**src/rtl/game_pkg.sv**
```systemverilog
// Shared types and constants for the game controller's sequence path.
package game_pkg;

  typedef enum logic {
    SG_IDLE = 1'b0,
    SG_FILL = 1'b1
  } sg_state_e;

  localparam logic [1:0] DIFF_EASY = 2'b01;
  localparam logic [1:0] DIFF_MED  = 2'b10;
  localparam logic [1:0] DIFF_HARD = 2'b11;

  localparam int SEQ_DEPTH = 32;
  localparam int SEQ_AW    = 5;
  localparam int DIGIT_W   = 4;

  // Difficulty 00 falls back to the easy range.
  function automatic logic [DIGIT_W-1:0] sg_digit(
    input logic [1:0]  diff,
    input logic [15:0] lfsr
  );
    logic [DIGIT_W-1:0] d;
    d = {2'b00, lfsr[1:0]};
    unique case (1'b1)
      (diff == DIFF_MED):  d = {1'b0, lfsr[2:0]};
      (diff == DIFF_HARD): d = (lfsr[3:0] <= 4'd9) ? lfsr[3:0]
                                                   : lfsr[3:0] - 4'd10;
      default:             d = {2'b00, lfsr[1:0]};
    endcase
    return d;
  endfunction

endpackage

```
**src/rtl/seq_generator_lfsr16.sv**
```systemverilog
// Free-running 16-bit Fibonacci LFSR, x^16+x^14+x^13+x^11+1.
module lfsr16 #(
  parameter logic [15:0] SEED = 16'hACE1
) (
  input  logic        Clk,
  input  logic        Rst,
  output logic [15:0] State
);

  localparam logic [15:0] SEED_EFF = (SEED == 16'h0000) ? 16'hACE1 : SEED;

  logic [15:0] lfsr_q;
  logic [15:0] lfsr_d;

  always_comb begin
    lfsr_d = {lfsr_q[14:0],
              lfsr_q[15] ^ lfsr_q[13] ^ lfsr_q[12] ^ lfsr_q[10]};
  end

  always_ff @(posedge Clk or negedge Rst) begin
    if (!Rst) lfsr_q <= SEED_EFF;
    else      lfsr_q <= lfsr_d;
  end

  assign State = lfsr_q;

endmodule

```
**src/rtl/seq_generator.sv**
```systemverilog
// Fills a 32-entry digit memory on GoGen and serves the
// controller's registered reads.
module seq_generator
  import game_pkg::*;
#(
  parameter logic [15:0] SEED  = 16'hACE1,
  parameter int          DEPTH = SEQ_DEPTH
) (
  input  logic               Clk,
  input  logic               Rst,
  input  logic               GoGen,
  input  logic [1:0]         Diff,
  input  logic [SEQ_AW-1:0]  SeqAddr,
  output logic [DIGIT_W-1:0] RAMOutput,
  output logic               FinGen,
  output logic               Busy
);

  localparam logic [SEQ_AW-1:0] LAST = SEQ_AW'(DEPTH - 1);

  sg_state_e          state_q, state_d;
  logic [SEQ_AW-1:0]  wr_addr_q, wr_addr_d;
  logic [1:0]         diff_q, diff_d;
  logic               fin_q, fin_d;
  logic               busy_q, busy_d;
  logic [DIGIT_W-1:0] rd_q;
  logic               we;
  logic [DIGIT_W-1:0] digit;
  logic [15:0]        lfsr;

  logic [DIGIT_W-1:0] mem_q [DEPTH];

  lfsr16 #(
    .SEED (SEED)
  ) u_lfsr (
    .Clk   (Clk),
    .Rst   (Rst),
    .State (lfsr)
  );

  assign digit = sg_digit(diff_q, lfsr);

  always_comb begin
    state_d   = state_q;
    wr_addr_d = wr_addr_q;
    diff_d    = diff_q;
    fin_d     = fin_q;
    busy_d    = busy_q;
    we        = 1'b0;
    unique case (state_q)
      SG_IDLE: begin
        if (GoGen) begin
          diff_d    = Diff;
          wr_addr_d = '0;
          fin_d     = 1'b0;
          busy_d    = 1'b1;
          state_d   = SG_FILL;
        end
      end
      SG_FILL: begin
        // A new request restarts the fill from address 0.
        if (GoGen) begin
          diff_d    = Diff;
          wr_addr_d = '0;
        end else begin
          we        = 1'b1;
          wr_addr_d = wr_addr_q + 1'b1;
          if (wr_addr_q == LAST) begin
            fin_d   = 1'b1;
            busy_d  = 1'b0;
            state_d = SG_IDLE;
          end
        end
      end
      default: state_d = SG_IDLE;
    endcase
  end

  always_ff @(posedge Clk or negedge Rst) begin
    if (!Rst) begin
      state_q   <= SG_IDLE;
      wr_addr_q <= '0;
      diff_q    <= DIFF_EASY;
      fin_q     <= 1'b0;
      busy_q    <= 1'b0;
    end else begin
      state_q   <= state_d;
      wr_addr_q <= wr_addr_d;
      diff_q    <= diff_d;
      fin_q     <= fin_d;
      busy_q    <= busy_d;
    end
  end

  always_ff @(posedge Clk) begin
    if (we) mem_q[wr_addr_q] <= digit;
  end

  always_ff @(posedge Clk or negedge Rst) begin
    if (!Rst) rd_q <= '0;
    else      rd_q <= mem_q[SeqAddr];
  end

  assign RAMOutput = rd_q;
  assign FinGen    = fin_q;
  assign Busy      = busy_q;

endmodule
```
**config.mk**
```make
export PLATFORM = sky130hd
export DESIGN_NAME = seq_generator
export DESIGN_NICKNAME = d
export VERILOG_FILES = /design/src/rtl/game_pkg.sv /design/src/rtl/seq_generator_lfsr16.sv /design/src/rtl/seq_generator.sv
export SDC_FILE = /design/constraint.sdc
export NUM_CORES = 1
export LEC_CHECK = 0
export ABC_AREA = 0
export BUFFER_PORTS_ARGS = -buffer_cell sky130_fd_sc_hd__buf_2
export CAP_MARGIN = 20
export CORE_ASPECT_RATIO = 0.8
export CORE_UTILIZATION = 57
export CTS_CLUSTER_SIZE = 28
export DETAILED_ROUTE_END_ITERATION = 8
export MAX_ROUTING_LAYER = met4
export PLACE_DENSITY_LB_ADDON = 0.08
export SYNTH_ARGS = -nofsm -noshare
export SYNTH_HDL_FRONTEND = slang
export SYNTH_SLANG_ARGS = --single-unit
```
**constraint.sdc**
```tcl
create_clock -name Clk -period 4.5 [get_ports Clk]
set_input_delay 0.225 -clock Clk [delete_from_list [all_inputs] [get_ports Clk]]
set_output_delay 0.225 -clock Clk [all_outputs]
set_load 0.01 [all_outputs]
```
Word level (Yosys, flattened, before mapping)

Memories as Yosys holds them, arrays and structs flattened. A register that Yosys moved wholly into a read port is not among the register bits.
Index checks and enable logic that the tools add are counted.

Memories: 1
Memory bits (writable): 128
Word-level logic and storage cells: 44
Bits of input ports: 10
Register bits after elaboration: 26

Memories:

| memory | depth | width | read ports | clocked after memory_dff | write ports | line                | text |
|---|---|---|---|---|---|---|---|
| mem_q  | 32    | 4     | 1          | 1                        | 1           | seq_generator.sv:31 | `logic [DIGIT_W-1:0] mem_q [DEPTH];` |

Multiplexer cells: 22
Eq/ne operators: 6
Reductions and logical operators: 2
$lt $le $gt $ge: 1
Bitwise logic cells: 4
$add $sub $neg: 2

Operator list:

| cell                  | count |
|---|---|
| $mux W1               | 13 |
| $mux W5               | 2 |
| $pmux W5 S2           | 1 |
| $pmux W4 S2           | 1 |
| $pmux W1 S2           | 3 |
| $add A5 B1 Y5 const B | 1 |
| $eq A5 B5 Y1 const B  | 1 |
| $eq A2 B2 Y1 const B  | 2 |
| $le A4 B4 Y1 const B  | 1 |
| $mux W4               | 1 |
| $ne A2 B2 Y1 const B  | 2 |
| $sub A4 B4 Y4 const B | 1 |
| $reduce_and A3 Y1     | 1 |
| $xor A1 B1 Y1         | 3 |
| $mux W2               | 1 |
| $ne A2 B1 Y1 const B  | 1 |
| $logic_not A1 Y1      | 1 |
| $not A1 Y1            | 1 |

Depth between registers and ports, before layout

Gate-level depths: netlist of the first run.

Depth in word-level cells: 4
Gate-level depth with buffers: 6

Hierarchy

Synthesis of the first run repeated with hierarchy kept, for this count alone.

Cell total of the unflattened synthesis: 326
Area total of the unflattened synthesis: 6,253.5 um^2

By module, submodules not included:

| module        | seq. area each (um^2) | times used | cells each | area an instance (um^2) |
|---|---|---|---|---|
| seq_generator | 4,195.3               | 1          | 292        | 5,704.2 |
| lfsr16        | 410.4                 | 1          | 34         | 549.3 |

Least setup slack after synthesis of the first run

No wires, ideal clock.

Path type: reg-to-reg
From: register diff_q[0]
To: memory mem_q[0][1] (data pin)
Arrival: 1,933 ps
Period minus slack after synthesis: 2,387 ps
Path slack: 2,113 ps
Data required time: 4,046 ps
Library setup time: 454 ps
Path buffers: 0
Cell stages (with the launch flop): 3
Cells stage by stage: dfstp_2 > nand4_1 > o21ai_0

Cells in the longest elaborated chain, start to end: 2
Elaborated cells between the ends (all ways): 3
Classes of those cells: eq/ne: 2; mux: 1

Ends and longest elaborated chain:

| what                            | line                           | text |
|---|---|---|
| from (decl)                     | seq_generator.sv:23            | `logic [1:0] diff_q, diff_d;` |
| from (signal assigned)          | seq_generator.sv:89            | `diff_q <= diff_d;` |
| $eq A2 B2 Y1 (on tied branches) | game_pkg.sv:26, game_pkg.sv:25 |  |
| $pmux W4 S2 (*)                 | game_pkg.sv:24                 | `unique case (1'b1)` |
| net digit[1]                    | seq_generator.sv:28            | `logic [DIGIT_W-1:0] digit;` |
| to (decl)                       | seq_generator.sv:31            |  |

The timed path passes the listed nets; every way through them passes the cells marked *.

Worst setup path in the final report of the first run

From: register state_q
To: memory mem_q[26][3], enable pin

Cells in the longest elaborated chain, start to end: 3

Ends and longest elaborated chain:

| what                          | line                | text |
|---|---|---|
| from (decl)                   | seq_generator.sv:21 | `sg_state_e state_q, state_d;` |
| from (signal assigned)        | seq_generator.sv:87 | `state_q <= state_d;` |
| $mux W1                       | seq_generator.sv:50 | `unique case (state_q)` |
| $mux W1                       | seq_generator.sv:96 | `if (we) mem_q[wr_addr_q] <= digit;` |
| $mux W1 (not written as such) | seq_generator.sv:96 |  |

Every way passes these cells.

==> flow_metrics.env, run 1 <==
export IMPL_cts_sinks=158
export IMPL_clkPwrFrac_pct=45.8
export IMPL_critPathRequiredTime_ps=4570
export IMPL_grt_max_degree=34
export IMPL_drc_errors=0
export IMPL_synthMuxAreaShare_pct=16.1
export IMPL_hold_start="Diff[1]"
export IMPL_min_to="diff_q[1]"
export IMPL_setup_viol=0
export IMPL_synth_simple_area_share_pct=4.46
export IMPL_crit_type="reg -> reg"
export IMPL_cpPeakStageDelay_ps=560
export IMPL_wl_per_cell_um=23.2
export IMPL_core_area_um2=10400
export IMPL_cts_tree="built"
export IMPL_syn_num_nets=326
export IMPL_ctsHtreeMaxLevel=4
export IMPL_cts_buffers=17
export IMPL_reg2reg_setup_slack_ps=2450
export IMPL_vias_per_cell=5.96
export IMPL_pre_cts_slack_ps=1840
export IMPL_synthXorXnorAreaFrac_pct=0.856
export IMPL_overflow=0
export IMPL_die_x_um=118
export IMPL_placed_area_um2=6340
export IMPL_p_leak_nw=2.57
export IMPL_power_internal_mw=2.49
export IMPL_syn_mean_instance_area_um2=19.8
export IMPL_areaGrowthSynthToFinish_pct=13.7
export IMPL_peakVddDrop_v=0.000329
export IMPL_reg2reg_depth=3
export IMPL_clk_path_buf_depth=2
export IMPL_synth_fa_ha_area_share_pct=1.22
export IMPL_drive_gt1_share_pct=31.6
export IMPL_rows=33
export IMPL_dp_final_hpwl_um=7010
export IMPL_utilization_pct=67.3
export IMPL_syn_cell_area_um2=6140
export IMPL_min_path_cells=2
export IMPL_swShare_pct=20.2
export IMPL_clkLatencyLatePin_ps=410
export IMPL_ys_ff_latch=158
export IMPL_layout_common_cells="128 x edfxtp_1, 40 x mux4_2, 39 x nor2_1, 21 x dfrtp_1, 17 x clkbuf_16"
export IMPL_ys_warn_count=0
export IMPL_initial_core_util_pct=59.2
export IMPL_start_kind="register"
export IMPL_clkTransAtPathRegs_ps=60
export IMPL_maxSlewViolCount=0
export IMPL_io_buffers=15
export IMPL_combPwrFrac_pct=3.2
export IMPL_grt_pass1_vias=2916
export IMPL_ys_types=26
export IMPL_stdcell_area_um2=6980
export IMPL_rsz0062_at_grt="no"
export IMPL_hp_class="in -> reg"
export IMPL_syn_inst=310
export IMPL_diodes=0
export IMPL_outcome="complete, no violations"
export IMPL_finalCritPeriodShare_pct=45.6
export IMPL_final_common_cell="edfxtp_1"
export IMPL_fin_skew_ps=9.07
export IMPL_finalHoldViolations=0
export IMPL_ant_nets=0
export IMPL_power_density_nw_per_um2=446
export IMPL_synth_seq_area_share_pct=75.0
export IMPL_period_needed_ps=2050
export IMPL_cts_resized=0
export IMPL_vias=2907
export IMPL_root_buffer="clkbuf_16"
export IMPL_rr_endpoint="mem_q[26][3]"
export IMPL_nNetsFinal=351
export IMPL_arrival_ps=2120
export IMPL_switchingPower_mw=0.628
export IMPL_tns_ps=0
export IMPL_post_cts_buffers=0
export IMPL_cp_max_fo=11
export IMPL_grt_pass1_wl_um=18000
export IMPL_io_pin_count=16
export IMPL_maxCapViolCount=0
export IMPL_synth_top_family_by_area="multiplexers"
export IMPL_drt_pre_antenna_iters=4
export IMPL_postRouteWirelength_um=11300
export IMPL_dieArea_um2=11200
export IMPL_clock_fmax_ghz=0.488
export IMPL_place_gp_congestion=0.758
export IMPL_crit_slowest_cell="dfrtp_1"
export IMPL_synth_compound_area_share_pct=0.693
export IMPL_p_seq_share_pct=50.9
export IMPL_end_kind="register"
export IMPL_relSlewSlack_pct=47.6
export IMPL_tightest_slew_ps=786
export IMPL_antenna_found_initial=0
export IMPL_reg2reg_from="state_q"
export IMPL_drt_iter0_drc=371
export IMPL_grt_use_total_pct=23.9
export IMPL_die_h_um=94.8
export IMPL_crit_chain="nor2b_1 > nand2_1 > nor2_1"
export IMPL_postCtsHoldBufs=1
export IMPL_worst_slack_ps=2450
[Yosys cell counts]
library cell | number | area share [%]
a21o_1 | 1 | 0.12
a21oi_1 | 5 | 0.41
and3_1 | 1 | 0.10
buf_1 | 4 | 0.24
buf_2 | 1 | 0.081
buf_6 | 3 | 0.55
clkbuf_1 | 6 | 0.37
dfrtp_1 | 21 | 8.6
dfstp_2 | 9 | 3.9
edfxtp_1 | 128 | 63
ha_1 | 6 | 1.2
inv_1 | 6 | 0.37
mux2_2 | 6 | 1.1
mux2i_1 | 2 | 0.33
mux4_2 | 40 | 15
nand2_1 | 11 | 0.67
nand3_1 | 4 | 0.33
nand3b_1 | 3 | 0.37
nand4_1 | 2 | 0.20
nor2_1 | 40 | 2.4
nor2b_1 | 1 | 0.10
o21ai_0 | 2 | 0.16
or3_1 | 1 | 0.10
or3b_2 | 1 | 0.14
xnor2_1 | 3 | 0.43
xor2_1 | 3 | 0.43
[per-stage QoR]
step	std cells	power (mW)	hold slack, ps
2_1_floorplan	310	1.68	-70.6
3_3_place_gp	454	1.71	292
3_5_place_dp	454	1.72	304
4_1_cts	487	3.13	30.3
5_1_grt	488	3.20	47.2
6_report	488	3.11	45.5
[metal layers]
metal | global-route usage [%] | up-vias | share of wire, %
li1 | - | 1269 | -
met1 | 36.4 | 1518 | 49
met2 | 31.8 | 111 | 44
met3 | 5.19 | 9 | 6.4
met4 | 8.65 | 0 | 0.84
met5 | - | - | 0
[worst max-delay path, delay by kind of cell (launching register included)]
kind             cells  cell delay [ps]
and+or+nand+nor      3             1140
DFF                  1              560
[power groups by stage]
stage | combinational [mW] | clock, mW | sequential (mW)
after floorplan | 0.0701 | 0 | 1.61
after global placement | 0.0977 | 0 | 1.62
after detailed placement | 0.0990 | 0 | 1.62
after CTS | 0.0997 | 1.44 | 1.59
after global routing | 0.110 | 1.50 | 1.59
final | 0.100 | 1.43 | 1.59
[cell families (layout without fill, tap and decap cells)]
logic type	Yosys count	after routing
adders and majority gates	6	6
DFF	158	158
buffers and inverters	20	58
and+or+nand+nor	64	64
muxes	48	48
AOI/OAI and AO/OA	8	8
xor gates and xnor gates	6	6
[worst max-delay path by stage]
stage                           from  cells after the start            to  slack, ps
after detailed placement  SeqAddr[0]                      4  RAMOutput[0]       1840
after CTS                 SeqAddr[0]                      4  RAMOutput[0]       2270
final                        state_q                      3  mem_q[26][3]       2450
after global placement    SeqAddr[0]                      4  RAMOutput[1]       1840
after global routing         state_q                      3  mem_q[26][1]       2290
after floorplan            diff_q[0]                      2   mem_q[0][1]       2110
[sequential cells by signal, summed over array words and instances, names as in the netlist]
signal and cells:
FinGen 1, mem_q 128, u_lfsr.State 16, RAMOutput 4
Busy 1, wr_addr_q 5, diff_q 2, state_q 1
[cell type report]
cell class	count	area (um2)
Sequential cell	158	4610
Multi-Input combinational cell	132	1440
Tap cell	140	175
Timing Repair Buffer	20	128
Clock buffer	20	467
Clock inverter	12	135
Inverter	6	22.5
Fill cell	658	3390
(Power assumes the default switching activity.)
==> inputs of run 2 (changes only) <==
--- a/config.mk
+++ b/config.mk
@@ -9,7 +9,7 @@
 export BUFFER_PORTS_ARGS = -buffer_cell sky130_fd_sc_hd__buf_2
 export CAP_MARGIN = 20
 export CORE_ASPECT_RATIO = 0.8
-export CORE_UTILIZATION = 57
+export CORE_UTILIZATION = 55
 export CTS_CLUSTER_SIZE = 28
 export DETAILED_ROUTE_END_ITERATION = 8
 export MAX_ROUTING_LAYER = met4
==> constraint.sdc (replaced) <==
create_clock -name Clk -period 1.8 [get_ports Clk]
set_input_delay 0.09 -clock Clk [delete_from_list [all_inputs] [get_ports Clk]]
set_output_delay 0.09 -clock Clk [all_outputs]
set_load 0.01 [all_outputs]
==> run 2 against run 1 <==
Compared with the run above: cell area up 2.7%; critical path depth is the same; clock power grew 130%; hold slack got worse by 21 ps; maximum frequency is 14% higher; register-to-register slack lost 2400 ps; die area increased by 3.6%; sequential share of layout area decreased by 1.7 points; global-route usage fell by 2.0 points; final cell count increased by 5.1%.
==> flow_metrics.env, run 2 (synthesized netlist as in run 1, its figures left out) <==
export IMPL_cpPeakStageDelay_ps=520
export IMPL_rows=34
export IMPL_overflow=0
export IMPL_cts_buffers=17
export IMPL_p_leak_nw=2.66
export IMPL_min_to="RAMOutput[1]"
export IMPL_clkTransAtPathRegs_ps=60
export IMPL_worst_slack_ps=8.05
export IMPL_io_buffers=15
export IMPL_antenna_found_initial=0
export IMPL_layout_common_cells="128 x edfxtp_1, 40 x mux4_2, 23 x nor2_1, 21 x dfrtp_1, 18 x buf_4"
export IMPL_maxSlewViolCount=0
export IMPL_place_gp_congestion=0.730
export IMPL_reg2reg_depth=3
export IMPL_crit_slowest_cell="mux4_2"
export IMPL_min_path_cells=2
export IMPL_hp_class="in -> reg"
export IMPL_setup_viol=0
export IMPL_clk_path_buf_depth=2
export IMPL_power_density_nw_per_um2=1040
export IMPL_initial_core_util_pct=56.6
export IMPL_rsz0062_at_grt="yes"
export IMPL_grt_pass1_wl_um=17100
export IMPL_tightest_slew_ps=665
export IMPL_dp_final_hpwl_um=7210
export IMPL_vias_per_cell=5.65
export IMPL_drc_errors=0
export IMPL_path_delay_family="multiplexers"
export IMPL_critPathRequiredTime_ps=2090
export IMPL_cts_sinks=158
export IMPL_rr_endpoint="RAMOutput[3]"
export IMPL_crit_type="reg -> reg"
export IMPL_diodes=0
export IMPL_pre_cts_slack_ps=-91.5
export IMPL_cts_tree="built"
export IMPL_final_common_cell="edfxtp_1"
export IMPL_regMostFlops="mem_q"
export IMPL_postRouteWirelength_um=10900
export IMPL_clock_fmax_ghz=0.558
export IMPL_core_area_um2=10800
export IMPL_io_pin_count=16
export IMPL_outcome="complete, no violations"
export IMPL_reg2reg_from="mem_q[6][3]"
export IMPL_maxCapViolCount=0
export IMPL_utilization_pct=66.0
export IMPL_relSlewSlack_pct=55.6
export IMPL_die_h_um=96.5
export IMPL_grt_max_degree=34
export IMPL_p_total_mw=7.48
export IMPL_wl_per_cell_um=21.3
export IMPL_finalCritPeriodShare_pct=99.6
export IMPL_dieArea_um2=11600
export IMPL_hold_start="SeqAddr[3]"
export IMPL_cp_num_buf_inv=0
export IMPL_crit_chain="mux4_2 > mux4_2 > mux2_4"
export IMPL_reg2reg_setup_slack_ps=8
export IMPL_drive_gt1_share_pct=37.9
export IMPL_root_buffer="clkbuf_16"
export IMPL_cp_max_fo=1
export IMPL_areaGrowthSynthToFinish_pct=16.7
export IMPL_peakVddDrop_v=0.000603
export IMPL_fin_skew_ps=8.13
export IMPL_stdcell_area_um2=7160
export IMPL_end_kind="register"
export IMPL_start_kind="register"
export IMPL_die_x_um=120
export IMPL_post_cts_buffers=0
export IMPL_clkLatencyLatePin_ps=410
export IMPL_cp_common_cell="mux4_2"
export IMPL_finalHoldViolations=0
export IMPL_placed_area_um2=6540
export IMPL_grt_use_total_pct=21.9
export IMPL_arrival_ps=2080
export IMPL_period_needed_ps=1790
export IMPL_grt_pass1_vias=2945
export IMPL_drt_pre_antenna_iters=5
export IMPL_largest_register_ffs=128
export IMPL_drt_iter0_drc=176
export IMPL_nNetsFinal=372
export IMPL_vias=2901
export IMPL_ctsHtreeMaxLevel=4
export IMPL_ant_nets=0
[run 2: cell types whose count changed in the layout (fill, tap and decap cells not counted), sizes merged]
| cell | previous run | this run |
|---|---|---|
| dlygate4sd3 | 1 | 4 |
| clkbuf | 20 | 21 |
| clkinvlp | 4 | 3 |
| bufinv | 2 | 1 |
| inv | 8 | 7 |
| buf | 19 | 37 |
| clkinv | 4 | 6 |
[run 2: how the worst max path moves through the flow]
stage | start | to | slack (ps) | cells past startpoint
2_1_floorplan | diff_q[0] | mem_q[0][3] | 20 | 2
3_3_place_gp | SeqAddr[0] | RAMOutput[3] | -90 | 5
3_5_place_dp | SeqAddr[0] | RAMOutput[0] | -90 | 5
4_1_cts | mem_q[6][3] | RAMOutput[3] | 30 | 3
5_1_grt | GoGen | mem_q[2][0] | -50 | 5
6_report | mem_q[6][3] | RAMOutput[3] | 8 | 3
[run 2: area by class of cell]
type | instances | area, um2
fillers | 753 | 3690
repair buffers | 41 | 330
multi-input cells | 132 | 1490
clock buffers | 21 | 440
well taps | 144 | 180
clock inverters | 11 | 95.1
flip-flops and latches | 158 | 4610
inverters | 6 | 22.5
[run 2: what timing repair did]
item / CTS / global route
hold buffers: 4 / 0
resized for setup: 0 / 17
setup endpoints to repair: 0 / 59
hold endpoints to repair: 28 / 0
[run 2: layer usage]
metal	part of all wire (%)	track usage (%)	wire, um	vias up
li1	-	-	-	1309
met1	48	31.8	5260	1503
met2	45	29.7	4970	79
met3	5.4	5.58	595	10
met4	1.0	9.06	112	0
met5	0	-	0	-
[run 2: power by group]
part / switching, mW / leakage, nW / internal, mW
clock network: 1.34 / 0.257 / 1.89
registers: 0.0212 / 1.71 / 3.94
logic: 0.151 / 0.696 / 0.133
[run 2: metrics by stage]
step / cells / TNS (ps) / hold slack, ps
floorplan: 310 / 0 / -206
global placement: 477 / -315 / 150
detailed placement: 477 / -324 / 163
CTS: 513 / 0 / 0.384
global route: 513 / -594 / 29.4
finish: 513 / 0 / 24.1
==> inputs of run 3 (changes only) <==
--- a/config.mk
+++ b/config.mk
@@ -14,6 +14,7 @@
 export DETAILED_ROUTE_END_ITERATION = 8
 export MAX_ROUTING_LAYER = met4
 export PLACE_DENSITY_LB_ADDON = 0.08
+export RECOVER_POWER = 25
 export SYNTH_ARGS = -nofsm -noshare
 export SYNTH_HDL_FRONTEND = slang
 export SYNTH_SLANG_ARGS = --single-unit
==> run 3 against run 2 <==
Compared with the run above: the run now ends with setup timing left; combinational power hardly changed; cell area fell by 0.16%; non-clock buffer count stayed put; flip-flop and latch count stayed put; register-to-register slack is essentially flat; die area unchanged; worst setup slack lost 8.7 ps.
==> flow_metrics.env, run 3 (synthesized netlist as in run 1, its figures left out) <==
export IMPL_initial_core_util_pct=56.6
export IMPL_power_density_nw_per_um2=1040
export IMPL_regMostFlops="mem_q"
export IMPL_grt_max_degree=34
export IMPL_cp_max_fo=1
export IMPL_wl_per_cell_um=21.3
export IMPL_io_pin_count=16
export IMPL_finalHoldViolations=0
export IMPL_rsz0062_at_grt="yes"
export IMPL_clkLatencyLatePin_ps=410
export IMPL_fin_skew_ps=8.80
export IMPL_relSlewSlack_pct=25.7
export IMPL_hp_class="in -> reg"
export IMPL_peakVddDrop_v=0.000603
export IMPL_layout_common_cells="128 x edfxtp_1, 40 x mux4_2, 23 x nor2_1, 21 x dfrtp_1"
export IMPL_ctsHtreeMaxLevel=4
export IMPL_grt_pass1_vias=2945
export IMPL_dp_final_hpwl_um=7210
export IMPL_largest_register_ffs=128
export IMPL_io_buffers=15
export IMPL_maxSlewViolCount=0
export IMPL_finalCritPeriodShare_pct=100
export IMPL_final_common_cell="edfxtp_1"
export IMPL_end_kind="register"
export IMPL_crit_type="reg -> reg"
export IMPL_clkTransAtPathRegs_ps=60
export IMPL_start_kind="register"
export IMPL_vias=2883
export IMPL_fillers=760
export IMPL_clock_fmax_ghz=0.555
export IMPL_placed_area_um2=6540
export IMPL_drt_iter0_drc=207
export IMPL_die_x_um=120
export IMPL_place_gp_congestion=0.730
export IMPL_failed_checks="setup timing"
export IMPL_outcome="finished, violations left"
export IMPL_die_h_um=96.5
export IMPL_cts_tree="built"
export IMPL_setup_viol=1
export IMPL_diodes=0
export IMPL_p_total_mw=7.47
export IMPL_grt_pass1_wl_um=17100
export IMPL_drt_pre_antenna_iters=5
export IMPL_dieArea_um2=11600
export IMPL_core_area_um2=10800
export IMPL_p_leak_nw=2.64
export IMPL_cts_buffers=17
export IMPL_ant_nets=0
export IMPL_postRouteWirelength_um=10900
export IMPL_stdcell_area_um2=7150
export IMPL_antenna_found_initial=0
export IMPL_rows=34
export IMPL_grt_use_total_pct=21.9
export IMPL_nNetsFinal=372
export IMPL_vias_per_cell=5.62
export IMPL_post_cts_buffers=0
export IMPL_overflow=0
export IMPL_critPathRequiredTime_ps=2090
export IMPL_tns_ps=-0.654
export IMPL_root_buffer="clkbuf_16"
export IMPL_cts_sinks=158
export IMPL_arrival_ps=2090
export IMPL_clk_path_buf_depth=2
export IMPL_worst_slack_ps=-0.654
export IMPL_drive_gt1_share_pct=35.2
export IMPL_tightest_slew_ps=1110
export IMPL_maxCapViolCount=0
export IMPL_areaGrowthSynthToFinish_pct=16.5
export IMPL_drc_errors=0
export IMPL_period_needed_ps=1800
==> run 3: final cells by class <==
class | instances | area (um2) | share of cell area [%]
clock buffers | 21 | 440 | 6.16
well taps | 144 | 180 | 2.52
repair buffers | 41 | 319 | 4.46
clock inverters | 11 | 95.1 | 1.33
inverters | 6 | 22.5 | 0.315
flip-flops and latches | 158 | 4610 | 64.4
multi-input cells | 132 | 1490 | 20.8
==> run 3: repair_timing <==
| action | CTS | global route |
|---|---|---|
| endpoints found under the hold margin | 28 | 0 |
| endpoints found under the setup margin | 0 | 59 |
| hold buffers | 4 | 0 |
| resized for setup | 0 | 17 |
==> run 3: worst paths after layout <==
kind / slack (ps) / cells past startpoint / endpoint / from
worst min register to register: 350 / 0 / u_lfsr.State[5] / u_lfsr.State[4]
worst max-delay path: -0.7 / 3 / RAMOutput[3] / mem_q[6][3]
min in group asynchronous: 270 / 2 / FinGen / Rst
max in group asynchronous: 1050 / 2 / RAMOutput[0] / Rst
worst max register to register: -0.7 / 3 / RAMOutput[3] / mem_q[6][3]
worst min-delay path: 20 / 2 / RAMOutput[1] / SeqAddr[3]
==> run 3: report_power, final <==
| group | switching, mW | total [mW] | internal [mW] |
|---|---|---|---|
| combinational | 0.150 | 0.281 | 0.131 |
| clock | 1.33 | 3.22 | 1.89 |
| sequential | 0.0218 | 3.97 | 3.94 |
==> run 3: metrics by stage <==
step,cells,hold slack (ps),worst slack (ps),util (%)
final,513,17.3,-0.654,65.9
after global placement,477,150,-86.2,60.3
after global routing,513,29.4,-52.3,65.9
after CTS,513,0.384,26.1,65.6
after detailed placement,477,163,-91.5,60.3
after floorplan,310,-206,24.0,-
==> run 3: critical path: stages (launching register included) <==
cell and delay (ps):
edfxtp_1 390, mux4_2 520, mux4_2 500, mux2_4 280
==> run 3: per-layer routing <==
layer / GRT usage (%) / part of all wire (%) / vias up
li1: - / - / 1309
met1: 31.8 / 45 / 1474
met2: 29.7 / 46 / 94
met3: 5.58 / 7.9 / 6
met4: 9.06 / 0.55 / 0
met5: - / 0 / -
